### config.mk
export PLATFORM = sky130hd
export DESIGN_NAME = pixel_writer
export DESIGN_NICKNAME = d
export VERILOG_FILES = /design/src/rtl/pixel_writer.sv
export SDC_FILE = /design/constraint.sdc
export NUM_CORES = 1
export LEC_CHECK = 0
export BUFFER_PORTS_ARGS = -buffer_cell sky130_fd_sc_hd__buf_2
export CAP_MARGIN = 20
export CORE_MARGIN = 2
export CORE_UTILIZATION = 65
export DETAILED_ROUTE_END_ITERATION = 10
export PLACE_DENSITY = 0.85
export RECOVER_POWER = 100
export SYNTH_ARGS = -nofsm -noshare
export SYNTH_HDL_FRONTEND = slang
export SYNTH_SLANG_ARGS = --single-unit
### constraint.sdc
create_clock -name clk -period 9.1 [get_ports clk]
set_input_delay 0.455 -clock clk [delete_from_list [all_inputs] [get_ports clk]]
set_output_delay 0.455 -clock clk [all_outputs]
set_load 0.02 [all_outputs]
### src/rtl/pixel_writer.sv
// Pixel stream consumer: two-stage capture/address pipeline feeding a write-command
// FIFO drained to the memory arbiter. Optional clipping under `PIXEL_WRITER_CLIP_EN.
module pixel_writer #(
    parameter int FIFO_DEPTH = 8,
    parameter int ADDR_W     = 20
) (
    input  logic              clk,
    input  logic              reset,
    input  logic              enable,
    input  logic              pixel_data_rdy,
    input  logic [11:0]       X_coord,
    input  logic [11:0]       Y_coord,
    input  logic [7:0]        color,
    input  logic              line_complete,
    input  logic [ADDR_W-1:0] dest_base,
    input  logic [11:0]       dest_width,
    input  logic [11:0]       max_x,
    input  logic [11:0]       max_y,
    output logic              ena_pause,
    output logic              mem_wr_req,
    output logic [ADDR_W-1:0] mem_address,
    output logic [7:0]        mem_data,
    input  logic              mem_wr_ack,
    output logic              busy,
    output logic              done
`ifdef PIXEL_WRITER_CLIP_EN
    ,
    output logic [15:0]       clip_count
`endif
);

    // Handshake: a pixel is taken on any edge where pixel_data_rdy && enable; a memory
    // write completes on any edge where mem_wr_req && mem_wr_ack. The generator must
    // hold off while ena_pause is high.

    localparam int PW = $clog2(FIFO_DEPTH);
    localparam int IW = PW + 2;
    localparam logic [PW:0] FULL_CNT = (PW + 1)'(FIFO_DEPTH);

    // Stage 1: captured input
    logic        s1_valid;
    logic [11:0] s1_x;
    logic [11:0] s1_y;
    logic [7:0]  s1_color;

    // Stage 2: computed command
    logic              s2_valid;
    logic [ADDR_W-1:0] s2_addr;
    logic [7:0]        s2_color;

    // FIFO
    logic [ADDR_W+7:0] fifo_mem [FIFO_DEPTH];
    logic [PW-1:0]     wr_ptr;
    logic [PW-1:0]     rd_ptr;
    logic [PW:0]       count;
    logic              fifo_empty;
    logic              fifo_full;
    logic              push;
    logic              pop;
    logic [ADDR_W+7:0] head;

    logic              line_pending;
    logic              drained;
    logic [IW-1:0]     in_flight;

    logic [ADDR_W-1:0] x_ext;
    logic [ADDR_W-1:0] y_ext;
    logic [ADDR_W-1:0] w_ext;
    logic [ADDR_W-1:0] addr_calc;
    logic              clip_hit;

    // Signed coordinates extend so negative offsets wrap modulo 2^ADDR_W
    assign x_ext     = {{(ADDR_W-12){s1_x[11]}}, s1_x};
    assign y_ext     = {{(ADDR_W-12){s1_y[11]}}, s1_y};
    assign w_ext     = {{(ADDR_W-12){1'b0}}, dest_width};
    assign addr_calc = dest_base + y_ext * w_ext + x_ext;

`ifdef PIXEL_WRITER_CLIP_EN
    assign clip_hit = s1_x[11] || s1_y[11] || (s1_x >= max_x) || (s1_y >= max_y);
`else
    logic unused_clip;
    assign clip_hit    = 1'b0;
    assign unused_clip = ^{max_x, max_y};
`endif

    always_ff @(posedge clk or negedge reset) begin
        if (!reset) begin
            s1_valid <= 1'b0;
            s1_x     <= '0;
            s1_y     <= '0;
            s1_color <= '0;
        end else if (enable) begin
            s1_valid <= pixel_data_rdy;
            if (pixel_data_rdy) begin
                s1_x     <= X_coord;
                s1_y     <= Y_coord;
                s1_color <= color;
            end
        end
    end

    always_ff @(posedge clk or negedge reset) begin
        if (!reset) begin
            s2_valid <= 1'b0;
            s2_addr  <= '0;
            s2_color <= '0;
        end else if (enable) begin
            s2_valid <= s1_valid && !clip_hit;
            s2_addr  <= addr_calc;
            s2_color <= s1_color;
        end
    end

`ifdef PIXEL_WRITER_CLIP_EN
    always_ff @(posedge clk or negedge reset) begin
        if (!reset) begin
            clip_count <= '0;
        end else if (enable && s1_valid && clip_hit && (clip_count != 16'hFFFF)) begin
            clip_count <= clip_count + 16'd1;
        end
    end
`endif

    assign fifo_empty = (count == '0);
    assign fifo_full  = (count == FULL_CNT);
    assign pop        = !fifo_empty && mem_wr_ack;
    // A push into a full FIFO only lands when the head leaves on the same edge
    assign push       = enable && s2_valid && (!fifo_full || pop);
    assign head       = fifo_mem[rd_ptr];

    always_ff @(posedge clk) begin
        if (push) begin
            fifo_mem[wr_ptr] <= {s2_addr, s2_color};
        end
    end

    always_ff @(posedge clk or negedge reset) begin
        if (!reset) begin
            wr_ptr <= '0;
            rd_ptr <= '0;
            count  <= '0;
        end else begin
            if (push) wr_ptr <= wr_ptr + 1'b1;
            if (pop)  rd_ptr <= rd_ptr + 1'b1;
            case ({push, pop})
                2'b10:   count <= count + 1'b1;
                2'b01:   count <= count - 1'b1;
                default: count <= count;
            endcase
        end
    end

    assign drained = line_pending && !s1_valid && !s2_valid && fifo_empty;

    always_ff @(posedge clk or negedge reset) begin
        if (!reset) begin
            line_pending <= 1'b0;
        end else if (line_complete) begin
            line_pending <= 1'b1;
        end else if (drained) begin
            line_pending <= 1'b0;
        end
    end

    // Counts only registered occupancy; a pop this cycle is deliberately not credited
    assign in_flight = IW'(count) + IW'(s1_valid) + IW'(s2_valid);
    assign ena_pause = reset && (!enable || (in_flight >= IW'(FIFO_DEPTH)));

    assign mem_wr_req  = !fifo_empty;
    assign mem_address = fifo_empty ? '0 : head[ADDR_W+7:8];
    assign mem_data    = fifo_empty ? '0 : head[7:0];
    assign busy        = line_pending || s1_valid || s2_valid || !fifo_empty;
    assign done        = drained;

endmodule

==> results by group, run 1 <==
Global routing
  – Vias in the first global route: 10608
  – Overflow after GRT: 0
  – Antenna violations before repair: 1
  – Largest net degree at the start of global routing: 67
  – First-pass GRT wire length: 57.0 mm
  – Tot GR Track Use: 26.6%

Logic synthesis
  – Syn Inst Count: 1206
  – Synth Register Bits: 297
  – Mean Syn Cell Area: 14.1 sq um
  – Sequential area share after synthesis: 50.3%
  – Yosys warnings: 0
  – Post-synth net total: 1506
  – Synth cell types: 47
  – Prevailing post-synth register cell: edfxtp_1
  – Post-synth top area share: 39.5%
  – Cell Area, Synth: 17000 sq um
  – Asr flop ratio synth: 24.6%
  – Synth area leader: edfxtp_1
  – Post-synth EDFFs: 224
  – Synth area leaders: edfxtp_1 (40%), fa_1 (16%), dfrtp_1 (11%), mux4_2 (7.4%), ha_1 (5.4%)

Routing
  – Final wirelength: 35.1 mm
  – Vias: 9708
  – DRT Pass-1 Iters: 7
  – Routed vias/inst: 5.82
  – DRT iter0 DRCs: 653
  – Drt wl/cell: 21.0 microns
  – # DRC: 0
  – Post-route ant nets: 0

Timing
  – Slew @ Worst Pin: 3870 ps
  – Final Max Slew Viols: 463
  – # setup viols final: 0
  – RSZ-0062 raised after global routing: no
  – Hold Fails Final Rpt: 0
  – Post-layout min period: 6070 ps
  – Worst slew margin: -158%
  – Clock Skew: 20.3 ps
  – TNS Setup: 0 ps
  – F_max: 165 MHz
  – Crit share post-route: 66.7%

Die
  – Starting density of the core: 65.8%
  – Die X-Extent: 166 microns
  – Core Area: 25800 sq um
  – Die area: 27500 sq um
  – Row count: 59
  – I/O Pins: 126
  – Die Span Y: 166 microns

Setup path
  – Crit-path max FO: 13
  – Worst Path Arrival: 6500 ps
  – CP required: 9540 ps
  – Startpoint type of the worst setup path: register
  – Crit path capture type: register
  – CP Class: reg -> reg

Clock tree
  – H-tree depth: 1
  – Num CTS Buffers: 30
  – CTS tree: done
  – Worst-Skew Late Latency: 560 ps
  – Sinks on the clock net: 297
  – Clk root buf: clkbuf_16
  – Post-CTS Setup Repair Bufs: 0
  – Clk buf depth: 3
  – CTS clock-pin slew for the worst setup and hold paths: 60 ps
  – # resized after CTS: 0

Placed design
  – Post-DP HPWL: 22.2 mm
  – Placed Cells: 1609
  – Port bufs: 101
  – Gp weighted congestion: 0.866

Finish
  – Area Overhead vs Synth: 10.6%
  – Share of cells above drive strength 1: 17.5%
  – Commonest non-fill, non-tap cell in the layout: edfxtp_1
  – Commonest non-fill, non-tap cells in the layout: edfxtp_1 (224), inv_1 (195), fa_1 (132), nand2_1 (76), ha_1 (74)
  – Final net count: 1607
  – Layout Cells excl Fill: 1667
  – Fillers: 1636

Run status
  – Status: complete, but fails checks
  – Failing checks: capacitance limit, slew limit

Hold path
  – Worst hold-check path type: in -> reg

Flow run
  – Max Cap Violations: 14
[final timing paths]
kind / from / endpoint / slack, ps / cells past startpoint
hold / removal: line_complete / line_pending / 100 / 2
setup / recovery: s1_y[0] / s2_addr[18] / 3030 / 21
min in group asynchronous: reset / s2_color[0] / 410 / 2
setup reg to reg: s1_y[0] / s2_addr[18] / 3030 / 21
max in group asynchronous: reset / rd_ptr[1] / 4360 / 3
hold reg to reg: s1_x[8] / s1_x[8] / 510 / 1
[cell usage after synthesis, types with 9 or more instances]
master      n
xnor2_1    24
mux4_2     56
o21ai_0    10
nor3_1      9
clkbuf_1   36
mux2i_1    30
nand2b_1   10
mux2_2     53
ha_1       74
dfrtp_1    73
and2_1     70
fa_1      132
edfxtp_1  224
a21oi_1    13
nand2_1    76
inv_1     194
nor2_1     50
[final cells by class]
class	instances	area (sq um)	area share, %
Antenna cell	1	2.50	0.0133
Clock buffer	37	787	4.18
Timing Repair Buffer	116	536	2.85
Tap cell	335	419	2.23
Multi-Input combinational cell	665	7520	40.0
Clock inverter	19	251	1.34
Sequential cell	297	8550	45.5
Inverter	197	739	3.93
[routing by layer]
| layer | vias to the layer above | wire (microns) | global-route usage, % |
|---|---|---|---|
| li1 | 4285 | - | - |
| met1 | 4987 | 13300 | 33.6 |
| met2 | 368 | 18700 | 48.5 |
| met3 | 68 | 2190 | 3.65 |
| met4 | 0 | 887 | 7.56 |
| met5 | - | 0 | 0 |
[through the flow]
stage                     cell area (sq um)  hold slack, ps  setup WS (ps)  utilization [%]
after floorplan                       17000             159           3560                -
after global placement                17900             284           3260             69.3
after detailed placement              17900             290           3190             69.3
after CTS                             18900            82.3           3240             73.3
after global routing                  18800            90.1           2630             72.8
final                                 18800            98.0           3030             72.8
[repair_timing]
action	in CTS	in global routing
endpoints found under the setup margin	0	0
hold buffers	1	0
hold endpoints to repair	7	0
[sequential cells by signal, indices dropped and copies added, names as in the netlist]
signal and count:
fifo_mem 224, s2_addr 20, s1_x 12, s1_y 12, s1_color 8, s2_color 8
count 4, rd_ptr 3, wr_ptr 3, line_pending 1, s1_valid 1, s2_valid 1
[critical path, cell delays in order (launching register included)]
cell and delay (ps):
dfrtp_1 540, and2_0 270, fa_1 530, inv_1 40
fa_1 480, inv_1 50, fa_1 500, inv_1 60
fa_1 530, inv_1 50, fa_1 480, inv_1 50
fa_1 470, inv_1 40, ha_1 340, o21a_1 190
nand2b_1 110, o211ai_1 140, a211oi_1 440, a31oi_1 180
xnor2_1 150, mux2_1 300
[logic make-up after synthesis]
kind of cell | share of synthesized area, %
adders and majority gates | 21.0
AOI/OAI and AO/OA | 2.43
buffers and inverters | 5.42
DFF | 50.3
xor gates and xnor gates | 1.49
muxes | 12.8
and+or+nand+nor | 6.61
Power of run 1 is not shown: default switching activity piles up to over one toggle a cycle in this logic, so the estimate is an artifact.
==> inputs of run 2 (changes only) <==
--- a/config.mk
+++ b/config.mk
@@ -8,9 +8,9 @@
 export BUFFER_PORTS_ARGS = -buffer_cell sky130_fd_sc_hd__buf_2
 export CAP_MARGIN = 20
 export CORE_MARGIN = 2
-export CORE_UTILIZATION = 65
+export CORE_UTILIZATION = 61
 export DETAILED_ROUTE_END_ITERATION = 10
-export PLACE_DENSITY = 0.85
+export PLACE_DENSITY = 0.81
 export RECOVER_POWER = 100
 export SYNTH_ARGS = -nofsm -noshare
 export SYNTH_HDL_FRONTEND = slang
==> constraint.sdc (replaced) <==
create_clock -name clk -period 6 [get_ports clk]
set_input_delay 0.3 -clock clk [delete_from_list [all_inputs] [get_ports clk]]
set_output_delay 0.3 -clock clk [all_outputs]
set_load 0.02 [all_outputs]
==> run 2 against run 1 <==
The flow still finishes with violations (capacitance limit, slew limit). Non-clock buffer count rose by 37. First-iteration DRC count fell by 6.7%. Register-to-register slack got worse by 2800 ps. Maximum frequency rose by 5.7%. Sequential share of layout area fell by 1.0 points. Global-route usage fell by 1.7 points. Cell count rose by 4.6%. Utilization fell by 3.1 points. Count of clock-buffer cells in the layout fell by 7.
==> results by group, run 2 (synthesis results as in run 1) <==
Run status
  – Status: complete, but fails checks
  – Failing checks: capacitance limit, slew limit

Timing
  – Worst slew margin: -73.3% (+85 points)
  – F_max: 174 MHz (+5.7%)
  – Post-layout min period: 5740 ps (-325 ps)
  – Clock Skew: 16.4 ps (-3.93 ps)
  – Hold Fails Final Rpt: 0 (unchanged)
  – # setup viols final: 0 (unchanged)
  – Slew @ Worst Pin: 2600 ps (-1270 ps)
  – Final Max Slew Viols: 445 (-3.9%)
  – Crit share post-route: 95.7% (+29 points)
  – RSZ-0062 raised after global routing: no
  – TNS Setup: 0 ps (unchanged)

Placed design
  – Post-DP HPWL: 22.3 mm (+0.15%)
  – Gp weighted congestion: 0.886 (+2.3%)
  – Port bufs: 101 (unchanged)

Setup path
  – CP Class: reg -> reg
  – CP delay by family, top: adder cells
  – CP max stage delay: 530 ps (about the same)
  – Buf/Inv on CP: 6 (unchanged)
  – Crit path capture type: register
  – Cell Chain, Critical Path: and2_1, fa_1, inv_1, fa_1, inv_1, fa_1, inv_1, fa_1, inv_1, fa_1, inv_1, fa_1, inv_1, ha_1, o21a_1, nand2b_1, o211ai_2, a211oi_2, a31oi_1, xnor2_1, mux2_4
  – CP required: 6440 ps (-3100 ps)
  – Worst Path Arrival: 6190 ps (-310 ps)
  – Critical path's slowest cell: fa_1
  – Crit-path max FO: 13 (unchanged)
  – Startpoint type of the worst setup path: register

Finish
  – Antenna fix cells: 0 (-1)
  – Area Overhead vs Synth: 13.3%
  – Final net count: 1643 (+2.2%)
  – Commonest non-fill, non-tap cell in the layout: edfxtp_1
  – Area of the multi-input gates: 7530 sq um (about the same)
  – Commonest non-fill, non-tap cells in the layout: edfxtp_1 (224), inv_1 (195), fa_1 (132), nand2_1 (76), ha_1 (74)
  – Biggest register: fifo_mem
  – Top flop regs: fifo_mem x224, s2_addr x20
  – Share of cells above drive strength 1: 18.4% (+0.94 points)
  – Largest register FFs: 224 (unchanged)
  – Fillers: 1854 (+13%)
  – Final Util: 69.7% (-3.1 points)
  – Seq. cell area: 8560 sq um (about the same)

Global routing
  – Tot GR Track Use: 24.9% (-1.7 points)
  – Vias in the first global route: 10448 (-1.5%)
  – Antenna violations before repair: 0 (-1)
  – Largest net degree at the start of global routing: 59 (-12%)
  – Overflow after GRT: 0 (unchanged)
  – First-pass GRT wire length: 55.4 mm (-2.8%)

Routing
  – Routed vias/inst: 5.54 (-4.8%)
  – DRT Pass-1 Iters: 5 (-2)
  – Post-route ant nets: 0 (unchanged)
  – Vias: 9667 (-0.42%)
  – Drt wl/cell: 19.9 microns (-5.6%)
  – Final wirelength: 34.6 mm (-1.2%)
  – # DRC: 0 (unchanged)
  – DRT iter0 DRCs: 609 (-6.7%)

Flow run
  – Max Cap Violations: 14 (unchanged)

Clock tree
  – Worst-Skew Late Latency: 560 ps (about the same)
  – Sinks on the clock net: 297 (unchanged)
  – Post-CTS Setup Repair Bufs: 0 (unchanged)
  – Clk root buf: clkbuf_16
  – Clk buf depth: 3 (unchanged)
  – CTS tree: done
  – H-tree depth: 1 (unchanged)
  – Num CTS Buffers: 29 (-3.3%)
  – CTS clock-pin slew for the worst setup and hold paths: 70 ps (about the same)

Hold path
  – Worst hold-check path type: in -> reg

Die
  – Die area: 29200 sq um (+6.4%)
  – Row count: 61 (+3.4%)
  – I/O Pins: 126 (unchanged)
  – Die Span Y: 171 microns (+3.1%)
  – Die X-Extent: 171 microns (+3.1%)
  – Starting density of the core: 61.6% (-4.3 points)
  – Core Area: 27600 sq um (+6.9%)
## run 2: repair_timing
item / CTS / global route
setup endpoints to repair: 0 / 1
endpoints found under the hold margin: 57 / 0
resized for setup: 0 / 1
hold buffers: 33 / 0
## run 2: per-layer routing
layer | up-vias | global-route usage (%) | share of wire (%)
li1 | 4371 | - | -
met1 | 4962 | 31.9 | 40
met2 | 286 | 45.4 | 53
met3 | 48 | 3.45 | 5.0
met4 | 0 | 5.64 | 1.7
met5 | - | 0 | 0
## run 2: area by class of cell
| class | instances | area share (%) |
|---|---|---|
| Sequential cell | 297 | 44.4 |
| Tap cell | 378 | 2.46 |
| Timing Repair Buffer | 153 | 4.61 |
| Multi-Input combinational cell | 665 | 39.1 |
| Clock buffer | 30 | 3.79 |
| Inverter | 197 | 3.84 |
| Clock inverter | 24 | 1.78 |
## run 2: path summary, 6_finish.rpt
path | from | to | slack (ps) | cells after the start
worst min register to register | s1_color[2] | s1_color[2] | 510 | 1
worst min-delay path | color[6] | s1_color[6] | 30 | 2
worst max register to register | s1_y[2] | s2_addr[18] | 260 | 21
min in group asynchronous | reset | s2_color[5] | 810 | 2
max in group asynchronous | reset | s1_y[2] | 1750 | 3
worst max-delay path | s1_y[2] | s2_addr[18] | 260 | 21
## run 2: metrics by stage
| step | cells | hold WS, ps | instance area (sq um) | setup WS, ps |
|---|---|---|---|---|
| floorplan | 1206 | 4.41 | 17000 | 593 |
| global route | 1744 | 9.63 | 19300 | 47.5 |
| detailed placement | 1657 | 269 | 18000 | 208 |
| CTS | 1744 | 11.4 | 19400 | 161 |
| finish | 1744 | 27.1 | 19300 | 256 |
| global placement | 1657 | 262 | 18000 | 311 |
Power of run 2 is left out for the same reason.
